## config.mk

```make
export PLATFORM = sky130hd
export DESIGN_NAME = gate_exerciser
export DESIGN_NICKNAME = d
export VERILOG_FILES = /design/src/rtl/gate_test_pkg.sv /design/src/rtl/gate_exerciser_settle_timer.sv /design/src/rtl/gate_exerciser.sv
export SDC_FILE = /design/constraint.sdc
export NUM_CORES = 1
export LEC_CHECK = 0
export ABC_AREA = 1
export BUFFER_PORTS_ARGS = -buffer_cell sky130_fd_sc_hd__clkbuf_2
export CORE_ASPECT_RATIO = 1.1
export CORE_UTILIZATION = 40
export CTS_BUF_LIST = sky130_fd_sc_hd__clkbuf_8
export CTS_CLUSTER_SIZE = 25
export DETAILED_ROUTE_END_ITERATION = 10
export PLACE_DENSITY = 0.71
export SYNTH_ARGS = -nofsm -noshare
export SYNTH_HDL_FRONTEND = slang
export SYNTH_SLANG_ARGS = --single-unit
```

## constraint.sdc

```tcl
create_clock -name clk -period 1.3 [get_ports clk]
set_input_delay 0.26 -clock clk [delete_from_list [all_inputs] [get_ports clk]]
set_output_delay 0.26 -clock clk [all_outputs]
set_load 0.005 [all_outputs]
```

## src/rtl/gate_test_pkg.sv

```systemverilog
// Shared types and constants for the 2-input gate exerciser family.
package gate_test_pkg;

  typedef enum logic [1:0] {
    IDLE   = 2'd0,
    DRIVE  = 2'd1,
    SAMPLE = 2'd2,
    DONE   = 2'd3
  } state_e;

  // Truth tables indexed by {a,b}: bit 0 is the output for 00, bit 3 for 11.
  localparam logic [3:0] TT_OR   = 4'b1110;
  localparam logic [3:0] TT_AND  = 4'b1000;
  localparam logic [3:0] TT_XOR  = 4'b0110;
  localparam logic [3:0] TT_NAND = 4'b0111;
  localparam logic [3:0] TT_NOR  = 4'b0001;
  localparam logic [3:0] TT_XNOR = 4'b1001;

  localparam int unsigned VEC_COUNT = 4;
  localparam int unsigned IDX_W     = 2;
  localparam int unsigned ERR_W     = 3;
  localparam int unsigned CNT_W     = 4;

  localparam logic [IDX_W-1:0] LAST_IDX = IDX_W'(VEC_COUNT - 1);

  // Presentation order of {a,b} vectors; slot k holds the vector for index k.
  localparam logic [2*VEC_COUNT-1:0] VEC_ORDER = {2'b11, 2'b10, 2'b01, 2'b00};

  function automatic logic [1:0] vec_at(input logic [IDX_W-1:0] idx);
    return VEC_ORDER[{idx, 1'b0} +: 2];
  endfunction

endpackage

```

## src/rtl/gate_exerciser_settle_timer.sv

```systemverilog
// Loadable down-counter with a terminal flag that is high on the final count.
module settle_timer #(
  parameter int unsigned W = 4
) (
  input  logic         clk,
  input  logic         rst_n,
  input  logic         load,
  input  logic [W-1:0] load_val,
  input  logic         dec,
  output logic         term_c
);

  logic [W-1:0] cnt_q;
  logic [W-1:0] cnt_d;

  always_comb begin
    cnt_d = cnt_q;
    if (load) begin
      cnt_d = load_val;
    end else if (dec && (cnt_q != '0)) begin
      cnt_d = cnt_q - W'(1);
    end
  end

  always_ff @(posedge clk) begin
    if (!rst_n) begin
      cnt_q <= '0;
    end else begin
      cnt_q <= cnt_d;
    end
  end

  // A zero load terminates immediately rather than stalling forever.
  assign term_c = (cnt_q <= W'(1));

endmodule

```

## src/rtl/gate_exerciser.sv

```systemverilog
// Drives a 2-input gate through 00,01,10,11, samples after a settle time and
// reports error count, first failing vector and pass/done.
module gate_exerciser
  import gate_test_pkg::*;
#(
  parameter int unsigned WIDTH  = 1,
  parameter logic [3:0]  TRUTH  = TT_OR,
  parameter int unsigned SETTLE = 1
) (
  input  logic             clk,
  input  logic             rst_n,
  input  logic             start,
  output logic [WIDTH-1:0] a_out,
  output logic [WIDTH-1:0] b_out,
  input  logic [WIDTH-1:0] y_in,
  output logic             busy,
  output logic             done,
  output logic             pass,
  output logic [ERR_W-1:0] err_count,
  output logic             fail_valid,
  output logic [1:0]       fail_vec
);

  localparam logic [CNT_W-1:0] SETTLE_LD = CNT_W'(SETTLE);

  state_e           state_q,      state_d;
  logic [IDX_W-1:0] idx_q,        idx_d;
  logic [WIDTH-1:0] a_q,          a_d;
  logic [WIDTH-1:0] b_q,          b_d;
  logic             busy_q,       busy_d;
  logic             done_q,       done_d;
  logic [ERR_W-1:0] err_q,        err_d;
  logic             fail_valid_q, fail_valid_d;
  logic [1:0]       fail_vec_q,   fail_vec_d;

  logic             tmr_load;
  logic             tmr_dec;
  logic             tmr_term_c;
  logic [WIDTH-1:0] expect_c;
  logic             mismatch_c;
  logic [IDX_W-1:0] nxt_idx_c;
  logic [1:0]       nxt_vec_c;
  logic [1:0]       cur_vec_c;

  settle_timer #(
    .W (CNT_W)
  ) u_settle_timer (
    .clk      (clk),
    .rst_n    (rst_n),
    .load     (tmr_load),
    .load_val (SETTLE_LD),
    .dec      (tmr_dec),
    .term_c   (tmr_term_c)
  );

  assign cur_vec_c  = vec_at(idx_q);
  assign nxt_idx_c  = idx_q + IDX_W'(1);
  assign nxt_vec_c  = vec_at(nxt_idx_c);
  assign expect_c   = {WIDTH{TRUTH[cur_vec_c]}};
  assign mismatch_c = |(y_in ^ expect_c);

  // Next-state, stimulus and result-register update.
  always_comb begin
    state_d      = state_q;
    idx_d        = idx_q;
    a_d          = a_q;
    b_d          = b_q;
    busy_d       = busy_q;
    done_d       = done_q;
    err_d        = err_q;
    fail_valid_d = fail_valid_q;
    fail_vec_d   = fail_vec_q;
    tmr_load     = 1'b0;
    tmr_dec      = 1'b0;

    unique case (state_q)
      IDLE, DONE: begin
        if (start) begin
          state_d      = DRIVE;
          idx_d        = '0;
          a_d          = '0;
          b_d          = '0;
          busy_d       = 1'b1;
          done_d       = 1'b0;
          err_d        = '0;
          fail_valid_d = 1'b0;
          fail_vec_d   = '0;
          tmr_load     = 1'b1;
        end
      end
      DRIVE: begin
        if (tmr_term_c) begin
          state_d = SAMPLE;
        end else begin
          tmr_dec = 1'b1;
        end
      end
      SAMPLE: begin
        if (mismatch_c) begin
          err_d = err_q + ERR_W'(1);
          if (!fail_valid_q) begin
            fail_valid_d = 1'b1;
            fail_vec_d   = cur_vec_c;
          end
        end
        if (idx_q != LAST_IDX) begin
          state_d  = DRIVE;
          idx_d    = nxt_idx_c;
          a_d      = {WIDTH{nxt_vec_c[1]}};
          b_d      = {WIDTH{nxt_vec_c[0]}};
          tmr_load = 1'b1;
        end else begin
          state_d = DONE;
          a_d     = '0;
          b_d     = '0;
          busy_d  = 1'b0;
          done_d  = 1'b1;
        end
      end
      default: begin
        state_d = IDLE;
      end
    endcase
  end

  always_ff @(posedge clk) begin
    if (!rst_n) begin
      state_q      <= IDLE;
      idx_q        <= '0;
      a_q          <= '0;
      b_q          <= '0;
      busy_q       <= 1'b0;
      done_q       <= 1'b0;
      err_q        <= '0;
      fail_valid_q <= 1'b0;
      fail_vec_q   <= '0;
    end else begin
      state_q      <= state_d;
      idx_q        <= idx_d;
      a_q          <= a_d;
      b_q          <= b_d;
      busy_q       <= busy_d;
      done_q       <= done_d;
      err_q        <= err_d;
      fail_valid_q <= fail_valid_d;
      fail_vec_q   <= fail_vec_d;
    end
  end

  assign a_out      = a_q;
  assign b_out      = b_q;
  assign busy       = busy_q;
  assign done       = done_q;
  assign err_count  = err_q;
  assign fail_valid = fail_valid_q;
  assign fail_vec   = fail_vec_q;
  assign pass       = done_q && (err_q == '0);

endmodule
```

; ---- After elaboration in Yosys (flattened, before gate mapping)
; Index checks and enable logic that the tools add are counted.
; Widths: inputs -> output; s select.
[op_classes]
n_addsub = 3
multipliers = 0
n_div = 0
magnitude_cmp = 2
n_eq_ne = 10
shift = 2
n_mux = 34
bitwise_logic = 2
n_reduce_logical = 15
[ops]
columns = op, n
row1 = $shiftx 8x4->2 const A, 2
row2 = $mux 1, 14
row3 = $mux 2, 7
row4 = $ne 2x2->1 const B, 7
row5 = $pmux 1 s2, 6
row6 = $reduce_and 3->1, 3
row7 = $pmux 2 s2, 2
row8 = $mux 3, 2
row9 = $pmux 2 s3, 1
row10 = $pmux 3 s2, 1
row11 = $eq 2x2->1 const B, 2
row12 = $le 4x1->1 const B, 1
row13 = $reduce_and 2->1, 2
row14 = $reduce_and 4->1, 1
row15 = $reduce_bool 2->1, 2
row16 = $reduce_bool 4->1, 1
row17 = $reduce_or 2->1, 2
row18 = $sub 4x1->4 const B, 1
row19 = $add 3x1->3 const B, 1
row20 = $logic_not 3->1, 1
row21 = $lt 2x3->1 const B, 1
row22 = $add 2x1->2 const B, 1
row23 = $bmux 1 s2, 1
row24 = $eq 2x1->1 const B, 1
row25 = 4 further kinds, 5
[word_totals]
regBits = 18
latchBits = 0
ram_bits = 0
rom_bits = 0
in_bits = 4
out_inout_bits = 11
wordCells = 79
mem_count = 0

; ---- Longest topological paths before layout
; Gate-level depths: netlist of the first run.
[depth]
word_depth = 6
depth_mapped = 10
depth_no_buf = 10

; ---- Cells and area by module
; A second synthesis of the first run with hierarchy kept.
[unflattened]
hier_cells = 172
hier_area_um2 = 1127.3
[modules_own_cells]
columns = module, instances, cells_per_inst, area_per_inst_um2, seq_area_each_um2
row1 = gate_exerciser, 1, 130, 835.8, 280.3
row2 = settle_timer, 1, 42, 291.5, 80.1

; ---- Worst setup path after synthesis of the first run
; Ideal clock, no wire load.
[synth_timing]
kind = reg-to-reg
start = register state_q[0]
end = register fail_vec_q[0], in the netlist fail_vec[0]
setup_ns = 0.113
arrival_ns = 1.211
required_time_ns = 1.187
setup_slack_ns = -0.024
stages_incl_launch_ff = 9
n_path_buf = 0
synth_period_minus_slack_ns = 1.324
cell_sequence = dfxtp_1 > inv_1 > ha_1 > nand2_4 > nand3_2 > nor2_4 > nand2_1 > nand2_1 > nor2_1
[synth_via]
elab_chain_len = 4
word_cells_on_any_way = 10
cone_classes = 5 x eq/ne / 1 x mux / 4 x reduce/logical
[synth_rtl]
columns = element, line
row1 = "start, declared", gate_exerciser.sv:26  ; state_e state_q, state_d;
row2 = "start signal, assigned", gate_exerciser.sv:138  ; state_q <= state_d;
row3 = $eq 2x2->1 / $logic_not 2->1 (equally long branches), gate_exerciser.sv:76  ; unique case (state_q)
row4 = $reduce_or 2->1, gate_exerciser.sv:76
row5 = $ne 2x2->1 (no line) / $reduce_bool 2->1 (equally long branches), --
row6 = $reduce_and 4->1 (no line), --
row7 = "end signal, assigned", gate_exerciser.sv:146  ; fail_vec_q <= fail_vec_d;
row8 = "end, declared", gate_exerciser.sv:34  ; logic [1:0] fail_vec_q, fail_vec_d;
; Several ways; a longest one is shown, not always the timed one.
; A chain may end at the register's enable or synchronous reset.

; ---- Worst setup path after layout of the first run
[layout_timing]
start = register state_q[0]
end = register fail_vec_q[1], in the netlist fail_vec[1]
; The elaborated chain is that of the path after synthesis.

==> flow_summary.ini, run 1 <==
[status]
status = complete, but fails checks
violations = negative setup slack

[placed_design]
dp_hpwl_um = 1680
dp.cells = 201
place_area_mm2 = 0.00120
gp_congestion = 0.805
port_buffers = 14

[logic_synthesis]
synthCells = 154
ys_seq_area_share_pct = 33.8
synth_edf_count = 0
yosysWarnings = 0
async_flop_share_pct = 0
yosysTopAreaCellShare_pct = 33.8
syn_area_per_cell_um2 = 6.93
yosys-top-cells-area = dfxtp_1 (34%), nand2_1 (17%), ha_1 (11%), inv_1 (7.4%), a21oi_1 (6.6%)
ys.flop_type = dfxtp_1
syn-cell-area_mm2 = 0.00107
synth_top_area_cell = dfxtp_1
ys_types = 21
post-synth-top-count-cell = nand2_1
synthTopCellsByCount = nand2_1 (48), inv_1 (21), dfxtp_1 (18)
syn_nets = 167
ys_seq_elements = 18

[grt]
antenna_found_initial = 0
grt_overflow = 0
grt_pass1_wl_um = 4060
grt_pass1_vias = 1009
track_usage_pct = 18.6
grt_max_degree = 11

[final_layout]
antennaDiodeCount = 0
fin_nets = 192
syn2layout_area_growth_pct = 34.6
drive_gt1_share_pct = 45.5
design_area_mm2 = 0.00144
num-fill-cells = 248
final_cells = 209
final_core_util_pct = 57.0

[power]
p_sw_w = 0.00123
vdd_ir_drop_max_mv = 1.19
pwr-share-seq_pct = 27.3
cellPowerDensity_mw_per_mm2 = 1960
sw_frac_of_total_pct = 43.8
power_w = 0.00282
leakagePower_nw = 0.646
pwr-share-clk_pct = 16.2
internal_power_w = 0.00158
pwr-share-comb_pct = 56.5

[clock_tree]
clock_sinks = 18
clkLatencyLatePin_ns = 0.25
cts_buffer_depth = 2
cts_max_level = 1
clk_pin_slew_ns = 0.07
cts_buffers = 3
tritoncts = yes
cts_root_buf = clkbuf_8
cts_hold_buf = 0

[detailed_routing]
ant_nets = 0
firstDrtPassIters = 4
drt_iter0_markers = 42
routed_wl_um = 2390
wl_per_cell_um = 11.4
vias = 1015
viasPerCell = 4.86
route.detailed.drc = 0

[critical_path]
cp-end-kind = register
cp_slowest_cell = dfxtp_2
cpPeakStageDelay_ns = 0.35
crit_type = reg -> reg
startpoint_type = register
path_common_cell = nand2_1
crit_family = simple AND/OR/NAND/NOR gates
path_cells = inv_2, ha_4, inv_4, nand2_4, nand3_4, nor2_4, nand2_1, nand2_1, nor2_1
critical_path_arrival_ns = 1.46
reg2reg_slack_ns = -0.005
timing.critical_path.buf_inv = 2
cp_data_required_time_ns = 1.46
crit_fanout = 4

[sta]
clock.fmax_mhz = 766
tightest_slew_ns = 0.326
drv_slew = 0
hold_violations = 0
finalWorstSetupSlack_ns = -0.00509
relSlewSlack_pct = 78.1
setup_viol = 1
clock_skew_ns = 0.00505
timing.hold.ws_ns = 0.318
rsz0062_at_grt = yes
min_period_over_period_pct = 100
period_minus_slack_ns = 1.31

[floorplan]
die_w_um = 51.3
core_mm2 = 0.00252
die_y_um = 56.2
ioPinCount = 15
die_area_mm2 = 0.00288
num_rows = 19
initial_utilization_pct = 42.4

[job]
maxCapViolCount = 0

[hold_path]
hp-class = in -> reg
power by group through the flow:
stage	Combinational [W]	Clock, W	Sequential, W
after floorplan	0.000924	0	0.000754
after global placement	0.00115	0	0.000760
final	0.00159	0.000458	0.000770
after CTS	0.00130	0.000470	0.000756
after detailed placement	0.00121	0	0.000769
after global routing	0.00178	0.000498	0.000785
tightest hold or removal path, cell delays in order:
cell      delay, ns
clkbuf_2       0.15
nand2_1        0.09
inv_1          0.03
cell type report:
class / count / area (um2) / area share, %
Clock buffer: 4 / 55.1 / 3.83
Inverter: 26 / 110 / 7.67
Multi-Input combinational cell: 109 / 739 / 51.5
Sequential cell: 18 / 370 / 25.8
Tap cell: 31 / 38.8 / 2.70
Timing Repair Buffer: 21 / 123 / 8.54
what timing repair did:
item                       CTS  global route
pin swaps                    1            10
gates resized for setup     14            39
setup endpoints to repair   14            17
cloned                       0             1
setup buffers                3             0
metal layers:
metal  GRT usage [%]  up-vias  share of wire (%)
li1                -      521                  -
met1            22.3      471                 47
met2            31.0       17                 48
met3            2.46        6                2.5
met4            11.2        0                2.1
met5               0        -                  0
final timing paths:
path                   start                       to  depth (start not counted)
setup / recovery  state_q[0]              fail_vec[1]                          9
hold / removal         rst_n  u_settle_timer.cnt_q[0]                          3
setup reg to reg  state_q[0]              fail_vec[1]                          9
hold reg to reg         busy                     busy                          2
cells by family after synthesis:
| group | after synthesis | share of synthesized area, % |
|---|---|---|
| flip-flops | 18 | 33.8 |
| adder cells (fa/ha/maj) | 9 | 10.6 |
| XOR/XNOR | 2 | 1.64 |
| AND/OR/NAND/NOR | 82 | 36.0 |
| AO/OA/AOI/OAI | 15 | 7.39 |
| buffers and inverters | 28 | 10.7 |
through the flow:
stage / worst slack [ns] / TNS (ns)
final: -0.00509 / -0.00509
after global routing: -0.0998 / -0.441
after CTS: -0.00154 / -0.00154
after detailed placement: -0.0881 / -0.472
after global placement: -0.0178 / -0.0227
after floorplan: 0.0506 / 0
flip-flops by register name, summed over array words and instances, names as in the netlist:
register	count
idx_q	2
err_count	3
state_q	2
fail_vec	2
u_settle_timer.cnt_q	4
b_out	1
fail_valid	1
done	1
busy	1
a_out	1
cells in the final DEF, fill, tap and decap left out, drive strengths merged:
master / Yosys / routed
xor2: 1 / 1
clkinv: 2 / 1
inv: 24 / 25
a21oi: 15 / 15
dfxtp: 18 / 18
nand3b: 2 / 2
xnor2: 1 / 1
clkbuf: 0 / 17
nand3: 9 / 9
nand4: 1 / 1
ha: 9 / 9
nand2: 55 / 56
nor2: 15 / 15
buf: 2 / 8
Power figures use the tool's default switching activity.
==> inputs of run 2 (changes only) <==
- CORE_UTILIZATION: 40 -> 53
- PLACE_DENSITY: 0.71 -> 0.88
- clock period: 1.3 -> 1.15 ns (I/O delays scaled with it)
==> flow_summary.ini, run 2 (synthesis results as in run 1) <==
[clock_tree]
tritoncts = yes
clk_pin_slew_ns = 0.08
cts_buffers = 3
cts_buffer_depth = 2
clkLatencyLatePin_ns = 0.26
clock_sinks = 18
cts_root_buf = clkbuf_8
cts_max_level = 1

[sta]
finalWorstSetupSlack_ns = -0.198
clock_skew_ns = 0.00795
drv_slew = 0
rsz0062_at_grt = yes
tightest_slew_ns = 0.392
hold_violations = 0
setup_viol = 19
min_period_over_period_pct = 117
clock.fmax_mhz = 742
relSlewSlack_pct = 73.7
period_minus_slack_ns = 1.35

[placed_design]
port_buffers = 14
place_ws_ns = -0.0907
place_area_mm2 = 0.00131
dp_hpwl_um = 1780
dp.cells = 209
gp_congestion = 0.822

[power]
leakagePower_nw = 0.737
cellPowerDensity_mw_per_mm2 = 2230
internal_power_w = 0.00199
pwr-share-clk_pct = 14.8
pwr-share-comb_pct = 60.5
vdd_ir_drop_max_mv = 1.70
sw_frac_of_total_pct = 45.5
p_sw_w = 0.00166
power_w = 0.00364
pwr-share-seq_pct = 24.7

[critical_path]
crit_type = reg -> reg
critical_path_arrival_ns = 1.52
startpoint_type = register
cp_data_required_time_ns = 1.33
cp-end-kind = register
crit_fanout = 3

[detailed_routing]
ant_nets = 0
wl_per_cell_um = 15.6
viasPerCell = 5.43
drt_iter0_markers = 38
route.detailed.drc = 0
vias = 1216
firstDrtPassIters = 4
routed_wl_um = 3480

[grt]
grt_max_degree = 11
grt_pass1_vias = 1235
grt_pass1_wl_um = 5020
grt_overflow = 0
antenna_found_initial = 0
track_usage_pct = 30.8

[floorplan]
core_mm2 = 0.00184
initial_utilization_pct = 57.9
die_w_um = 44.8
die_y_um = 49.1
num_rows = 16
die_area_mm2 = 0.00220
ioPinCount = 15

[final_layout]
design_area_mm2 = 0.00164
antennaDiodeCount = 0
syn2layout_area_growth_pct = 53.5
top_register = u_settle_timer.cnt_q
final_cells = 224
layout_common_cells = nand2_1 (35), buf_4 (26), nand2_2 (16)
layout_commonest_cell = nand2_1
fin_nets = 211
largest_register_ffs = 4
drive_gt1_share_pct = 56.9

[job]
maxCapViolCount = 0

[status]
violations = negative setup slack
status = complete, but fails checks

[hold_path]
hp-class = in -> reg
-- run 2: changes by cell type in the layout (fill, tap and decap cells not counted), sizes merged --
cell    before  now
clkinv       1    2
buf          8   27
inv         25   24
-- run 2: power groups by stage --
stage	Sequential (W)	Combinational, W	Clock [W]
after floorplan	0.000866	0.00108	0
after global placement	0.000864	0.00146	0
after detailed placement	0.000876	0.00153	0
after CTS	0.000890	0.00190	0.000530
after global routing	0.000910	0.00237	0.000558
final	0.000901	0.00220	0.000539
-- run 2: cell type report --
| class | instances | area (um2) |
|---|---|---|
| Multi-Input combinational cell | 109 | 802 |
| Sequential cell | 18 | 373 |
| Timing Repair Buffer | 40 | 265 |
| Fill cell | 83 | 204 |
| Inverter | 26 | 109 |
| Clock buffer | 4 | 55.1 |
| Tap cell | 27 | 33.8 |
-- run 2: worst max-delay path, cell delays in order (launching register included) --
cell and delay (ns):
dfxtp_2 0.38, inv_2 0.06, ha_4 0.17, nand2_2 0.09, buf_4 0.12, nand3_4 0.10
nand2_4 0.09, nand2_1 0.07, a21oi_1 0.17
-- run 2: metal layers --
metal	track usage (%)	routed length, um	vias to the layer above
met5	0	0	-
met1	33.1	1370	569
met2	55.6	1720	65
li1	-	-	559
met4	17.2	208	0
met3	3.70	185	23
-- run 2: stage by stage --
step                      util (%)  hold WS, ns  TNS [ns]
after global routing          88.9        0.314     -3.51
after floorplan                  -        0.438    -0.106
after CTS                     83.0        0.285     -1.06
after global placement        70.9        0.428    -0.563
after detailed placement      70.9        0.433     -1.18
final                         88.9        0.306     -2.52
-- run 2: timing repair --
| action | 4_1_cts | 5_1_grt |
|---|---|---|
| cloned | 1 | 0 |
| setup buffers | 6 | 4 |
| hold buffers | 0 | 0 |
| pin swaps | 14 | 8 |
| hold endpoints to repair | 0 | 0 |
| resized for setup | 37 | 18 |
| endpoints found under the setup margin | 18 | 19 |
-- run 2: final timing paths --
path | from | endpoint | slack, ns | cells after the start
worst max register to register | idx_q[0] | fail_valid | -0.20 | 8
worst max-delay path | idx_q[0] | fail_valid | -0.20 | 8
worst min-delay path | rst_n | err_count[0] | 0.31 | 3
worst min register to register | busy | busy | 0.45 | 2
